File: config.mk
export PLATFORM = sky130hd
export DESIGN_NAME = irq_sequencer
export DESIGN_NICKNAME = d
export VERILOG_FILES = /design/src/rtl/irq_pkg.sv /design/src/rtl/irq_prio_enc.sv /design/src/rtl/irq_sequencer.sv
export SDC_FILE = /design/constraint.sdc
export NUM_CORES = 1
export LEC_CHECK = 0
export CAP_MARGIN = 20
export CORE_MARGIN = 4
export CORE_UTILIZATION = 29
export DETAILED_ROUTE_END_ITERATION = 10
export MAX_ROUTING_LAYER = met4
export PLACE_DENSITY = 0.68
export SYNTH_ARGS = -nofsm -noshare
export SYNTH_HDL_FRONTEND = slang
export SYNTH_SLANG_ARGS = --single-unit
File: constraint.sdc
create_clock -name clk -period 1.5 [get_ports clk]
set_input_delay 0.15 -clock clk [delete_from_list [all_inputs] [get_ports clk]]
set_output_delay 0.15 -clock clk [all_outputs]
set_load 0.1 [all_outputs]
File: src/rtl/irq_pkg.sv
// Shared definitions for the interrupt sequencer: FSM encodings, register
// addresses and the interrupt source index map.
package irq_pkg;

  typedef enum logic [1:0] {
    ST_IDLE    = 2'd0,
    ST_REQ     = 2'd1,
    ST_SERVICE = 2'd2
  } irq_state_e;

  localparam logic [15:0] ADDR_MASK_DEF = 16'hFFF4;
  localparam logic [15:0] ADDR_PEND_DEF = 16'hFFF6;

  // Source index map; index 0 has the highest priority.
  localparam int SRC_TIMER = 0;
  localparam int SRC_KEY1  = 1;
  localparam int SRC_KEY2  = 2;
  localparam int SRC_KEY3  = 3;

endpackage

File: src/rtl/irq_prio_enc.sv
// Fixed-priority encoder: index of the lowest set bit plus an any-valid flag.
module irq_prio_enc #(
  parameter int NSRC   = 4,
  parameter int IDBITS = 4
) (
  input  logic [NSRC-1:0]   req_i,
  output logic [IDBITS-1:0] id_o,
  output logic              valid_o
);

  // Scanning downward lets the lowest set index overwrite any higher one.
  always_comb begin
    id_o = '0;
    for (int i = NSRC - 1; i >= 0; i--) begin
      if (req_i[i]) id_o = IDBITS'(i);
    end
  end

  assign valid_o = |req_i;

endmodule

File: src/rtl/irq_sequencer.sv
// Interrupt pending/mask registers with edge detection, fixed-priority
// arbitration and the req/ack/reti handshake towards the CPU pipeline.
module irq_sequencer
  import irq_pkg::*;
#(
  parameter int               DBITS     = 16,
  parameter int               NSRC      = 4,
  parameter int               IDBITS    = 4,
  parameter logic [DBITS-1:0] ADDR_MASK = ADDR_MASK_DEF,
  parameter logic [DBITS-1:0] ADDR_PEND = ADDR_PEND_DEF
) (
  input  logic              clk,
  input  logic              rst_n,
  input  logic [NSRC-1:0]   src_lvl,
  input  logic              ie,
  input  logic [DBITS-1:0]  bus_addr,
  input  logic              bus_we,
  input  logic [DBITS-1:0]  bus_wdata,
  output logic [DBITS-1:0]  bus_rdata,
  output logic              bus_hit,
  output logic              irq_req,
  output logic [IDBITS-1:0] irq_id,
  input  logic              irq_ack,
  input  logic              reti,
  output logic              in_service
);

  irq_state_e        state_q;
  logic [NSRC-1:0]   mask_q, pend_q, pend_d, src_prev_q;
  logic [NSRC-1:0]   rise, eligible, id_onehot, w1c_clr, ack_clr;
  logic [IDBITS-1:0] irq_id_q, grant_id;
  logic              irq_req_q, in_service_q, grant_valid;
  logic              hit_mask, hit_pend, ack_take, id_still_eligible;

  assign hit_mask = (bus_addr == ADDR_MASK);
  assign hit_pend = (bus_addr == ADDR_PEND);
  assign bus_hit  = hit_mask | hit_pend;

  always_comb begin
    bus_rdata = '0;
    if (hit_mask)      bus_rdata[NSRC-1:0] = mask_q;
    else if (hit_pend) bus_rdata[NSRC-1:0] = pend_q;
  end

  generate
    if (NSRC < DBITS) begin : g_unused_wdata
      logic unused_wdata_hi;
      assign unused_wdata_hi = ^bus_wdata[DBITS-1:NSRC];
    end
  endgenerate

  assign rise      = src_lvl & ~src_prev_q;
  assign eligible  = pend_q & mask_q;
  assign id_onehot = NSRC'(1) << irq_id_q;
  assign ack_take  = (state_q == ST_REQ) && irq_ack;
  assign ack_clr   = ack_take ? id_onehot : '0;
  assign w1c_clr   = (bus_we && hit_pend) ? bus_wdata[NSRC-1:0] : '0;
  // A fresh rise beats any clear of the same bit in the same cycle.
  assign pend_d    = (pend_q & ~(w1c_clr | ack_clr)) | rise;
  assign id_still_eligible = |(eligible & id_onehot);

  irq_prio_enc #(
    .NSRC   (NSRC),
    .IDBITS (IDBITS)
  ) u_prio_enc (
    .req_i   (eligible),
    .id_o    (grant_id),
    .valid_o (grant_valid)
  );

  always_ff @(posedge clk or negedge rst_n) begin
    if (!rst_n) begin
      mask_q     <= '0;
      pend_q     <= '0;
      src_prev_q <= '0;
    end else begin
      src_prev_q <= src_lvl;
      pend_q     <= pend_d;
      if (bus_we && hit_mask) mask_q <= bus_wdata[NSRC-1:0];
    end
  end

  always_ff @(posedge clk or negedge rst_n) begin
    if (!rst_n) begin
      state_q      <= ST_IDLE;
      irq_req_q    <= 1'b0;
      irq_id_q     <= '0;
      in_service_q <= 1'b0;
    end else begin
      case (state_q)
        ST_IDLE: begin
          if (ie && grant_valid) begin
            state_q   <= ST_REQ;
            irq_req_q <= 1'b1;
            irq_id_q  <= grant_id;
          end
        end
        ST_REQ: begin
          if (irq_ack) begin
            state_q      <= ST_SERVICE;
            irq_req_q    <= 1'b0;
            in_service_q <= 1'b1;
          end else if (!ie || !id_still_eligible) begin
            state_q   <= ST_IDLE;
            irq_req_q <= 1'b0;
          end
        end
        ST_SERVICE: begin
          if (reti) begin
            state_q      <= ST_IDLE;
            in_service_q <= 1'b0;
          end
        end
        default: begin
          state_q      <= ST_IDLE;
          irq_req_q    <= 1'b0;
          in_service_q <= 1'b0;
        end
      endcase
    end
  end

  assign irq_req    = irq_req_q;
  assign irq_id     = irq_id_q;
  assign in_service = in_service_q;

endmodule

==> reports/metrics.json <==
{
  "place": {
    "dp_slack_ns": -0.493,
    "portbufs": 38,
    "post-dp-hpwl_microns": 2100,
    "finalWeightedCongestion": 0.831,
    "dp_area_sq_um": 1590
  },
  "power_and_ir_drop": {
    "power.total_uw": 1050,
    "vdd.ir_drop.worst_mv": 0.271,
    "internal_power_uw": 711,
    "pwr-share-comb_pct": 25.8,
    "seq_power_share_pct": 46.9,
    "power_density_over_cell_area_nw_per_um2": 637,
    "p_leak_uw": 0.000794,
    "power_frac_clock_pct": 27.3,
    "netSwitchingFraction_pct": 32.6,
    "netSwitchingPower_uw": 343
  },
  "grt": {
    "grt_overflow": 0,
    "pin_count_of_the_biggest_net_entering_global_routing": 19,
    "first_global_vias": 927,
    "grt.total_usage_pct": 12.0,
    "wire_length_of_the_first_global_routing_pass_microns": 3930,
    "number_of_antenna_violations_at_the_first_check_in_global_routing": 0
  },
  "worst_setup_path": {
    "critical_path.top_delay_family": "simple AND/OR/NAND/NOR gates",
    "critPathLaunchType": "input pin",
    "crit_required_ns": 1.35,
    "cp-end-kind": "output pin",
    "cp_slowest_cell": "sky130_fd_sc_hd__or4_4",
    "timing.critical_path.arrival_ns": 1.43,
    "critical-path-max-stage-delay_ns": 0.59,
    "worst-path-buf-inv": 5,
    "timing_worst_setup_path_type": "input pin to output pin",
    "timing.critical_path.cells": "buf_6, nand4b_1, or4_4, buf_12, inv_12, buf_6, buf_12",
    "highest_fanout_seen_on_the_critical_path": 4
  },
  "floorplan": {
    "floorplan.initialDensity_pct": 30.1,
    "floorplan.rows": 21,
    "dieArea_sq_um": 4500,
    "dieWidth_microns": 67.0,
    "core_area_sq_um": 3360,
    "ioPinCount": 65,
    "floorplan.die.height_microns": 67.0
  },
  "route": {
    "route.vias.total": 891,
    "post_drt_via_cell_ratio": 4.59,
    "met3WireLength_microns": 137,
    "dr_drc_count": 0,
    "dr_pass1_iterations": 4,
    "avgRoutedWirePerCell_microns": 12.7,
    "wirelength_met1_microns": 1010,
    "drt-total-wl_microns": 2470,
    "top_signal_layer_used": "met3",
    "drt.antenna.violating_nets": 0,
    "wl_met2_microns": 1310,
    "iteration_0_drc_count_of_the_detailed_router": 7
  },
  "outcome": {
    "failed_checks": "negative setup slack",
    "outcome": "finished, violations left"
  },
  "sta": {
    "timing.fmax_ghz": 0.634,
    "setup_repair_after_global_routing_missed_its_margin": "true",
    "period_share_pct": 105,
    "period_needed_ns": 1.58,
    "finalSetupViolations": 9,
    "setup_ws_ns": -0.0776,
    "hold_violations": 0,
    "final.setup_skew_ns": 0.00915,
    "slew_violations": 0
  },
  "finish": {
    "most-common-layout-cells": "16 x sky130_fd_sc_hd__dfrtp_1, 14 x sky130_fd_sc_hd__conb_1, 14 x sky130_fd_sc_hd__clkdlybuf4s50_1",
    "stdcell_area_sq_um": 1650,
    "nFillCells": 318,
    "antenna_cells_inserted": 0,
    "fraction_of_layout_cells_with_a_size_suffix_above_1_pct": 31.1,
    "most_frequent_standard_cell_in_the_layout_excluding_fill_and_tap_cells": "sky130_fd_sc_hd__dfrtp_1",
    "areaGrowthSynthToFinish_pct": 63.6,
    "design.final.nets": 191
  },
  "worst_hold_path": {
    "min_path_type": "input pin to asynchronous set/reset pin"
  },
  "logic_synthesis": {
    "yosysWarnings": 0,
    "seq_area_frac_synth_pct": 44.6,
    "synth_top_cell_area_share_pct": 44.6,
    "netlist.top_cell.by_area": "sky130_fd_sc_hd__dfrtp_1",
    "synth.lib_cells_used.distinct": 29,
    "ys_ff_latch": 18,
    "mean_area_per_synthesized_cell_sq_um": 10.6,
    "synth.area.top_cells": "sky130_fd_sc_hd__dfrtp_1 45%, sky130_fd_sc_hd__buf_4 10%, sky130_fd_sc_hd__mux2_4 5.9%, sky130_fd_sc_hd__mux2i_1 4.0%, sky130_fd_sc_hd__nand4_1 3.1%",
    "synth_cells": 95,
    "syn_area_sq_um": 1010
  },
  "clock_tree": {
    "clock_tree.htree_level_count": 1,
    "clockBufferDepth": 2,
    "cts.hold.buffers_added": 0,
    "worstSkewPairLatency_ns": 0.29,
    "cts_num_sinks": 18,
    "clock_tree.root_cell": "sky130_fd_sc_hd__clkbuf_4",
    "cts_buffers": 3,
    "clock_slew_at_the_register_clock_pins_of_the_worst_setup_and_hold_paths_ns": 0.10,
    "tritoncts": "built"
  },
  "job": {
    "drv_cap": 0
  }
}
[logic make-up (layout without fill, tap and decap cells)]
family,count (synthesis),in the layout,synth area share [%]
muxes,10,10,13.2
AOI/OAI and AO/OA,16,16,11.8
and+or+nand+nor,30,30,17.0
DFF,18,18,44.6
buffers and inverters,20,60,13.1
other,1,14,0.371
[through the flow]
stage,util (%),std cells,hold WS (ns),TNS (ns)
3_3_place_gp,47.2,186,0.415,-5.31
6_report,49.2,194,0.185,-0.471
2_1_floorplan,-,108,-0.146,-1.18
3_5_place_dp,47.2,186,0.412,-5.60
4_1_cts,49.2,194,0.181,-0.456
5_1_grt,49.2,194,0.188,-1.01
[synth_stat cells (all sizes together)]
cell     n
o41ai    1
nand3    2
mux2     5
a21boi   1
nor2     7
nand3b   4
inv      5
clkbuf   1
nand2b   1
dfrtp   18
o21ai    2
a41o     1
o31ai    1
or4      1
nor3     1
mux4     1
nand2    8
nand4b   1
a21oi    3
a21o     3
a32o     3
nand4    5
o21a     1
mux2i    4
buf     14
conb     1
[power by group through the flow]
stage / registers, uW / logic [uW] / clock network, uW
2_1_floorplan: 508 / 203 / 0
3_3_place_gp: 503 / 282 / 0
4_1_cts: 494 / 272 / 304
6_report: 494 / 272 / 288
3_5_place_dp: 503 / 286 / 0
5_1_grt: 494 / 285 / 325
[layout make-up]
cell class / instances / area, sq um / area share, %
repair buffers: 51 / 567 / 34.3
multi-input cells: 70 / 507 / 30.6
well taps: 46 / 57.6 / 3.48
flip-flops and latches: 18 / 455 / 27.5
clock buffers: 4 / 36.3 / 2.19
inverters: 5 / 31.3 / 1.89
[flip-flops by register name, indices dropped and copies added (netlist names)]
register and count:
in_service 1, irq_id 2, irq_req 1, mask_q 4, pend_q 4, src_prev_q 4, state_q 2
[what timing repair did]
action                     CTS  global route
pin swaps                    7             2
setup buffers                4             0
setup endpoints to repair   12            12
resized for setup           32             0
[worst reg2reg max path: cells and delay by family (launching register included)]
| family | cells | cell delay, ns |
|---|---|---|
| flops | 1 | 0.48 |
| compound gates | 2 | 0.36 |
| mux | 1 | 0.53 |
[final timing paths]
check	from	to	slack [ns]	cells past startpoint
max in group asynchronous	rst_n	irq_id[0]$_DFFE_PN0P_	1.09	2
setup / recovery	bus_addr[3]	bus_hit	-0.08	7
setup reg to reg	irq_id[0]$_DFFE_PN0P_	irq_req$_DFFE_PN0P_	0.09	3
hold / removal	rst_n	src_prev_q[0]$_DFF_PN0_	0.18	2
min in group clk	src_lvl[0]	src_prev_q[0]$_DFF_PN0_	0.32	1
hold reg to reg	src_prev_q[0]$_DFF_PN0_	pend_q[0]$_DFF_PN0_	0.43	1
[per-layer routing]
metal | vias up | track usage (%)
li1 | 422 | -
met1 | 429 | 14.2
met2 | 40 | 20.7
met3 | 0 | 2.19
met4 | 0 | 3.04
met5 | - | -
Note: power is estimated with default switching activity, not from simulation.
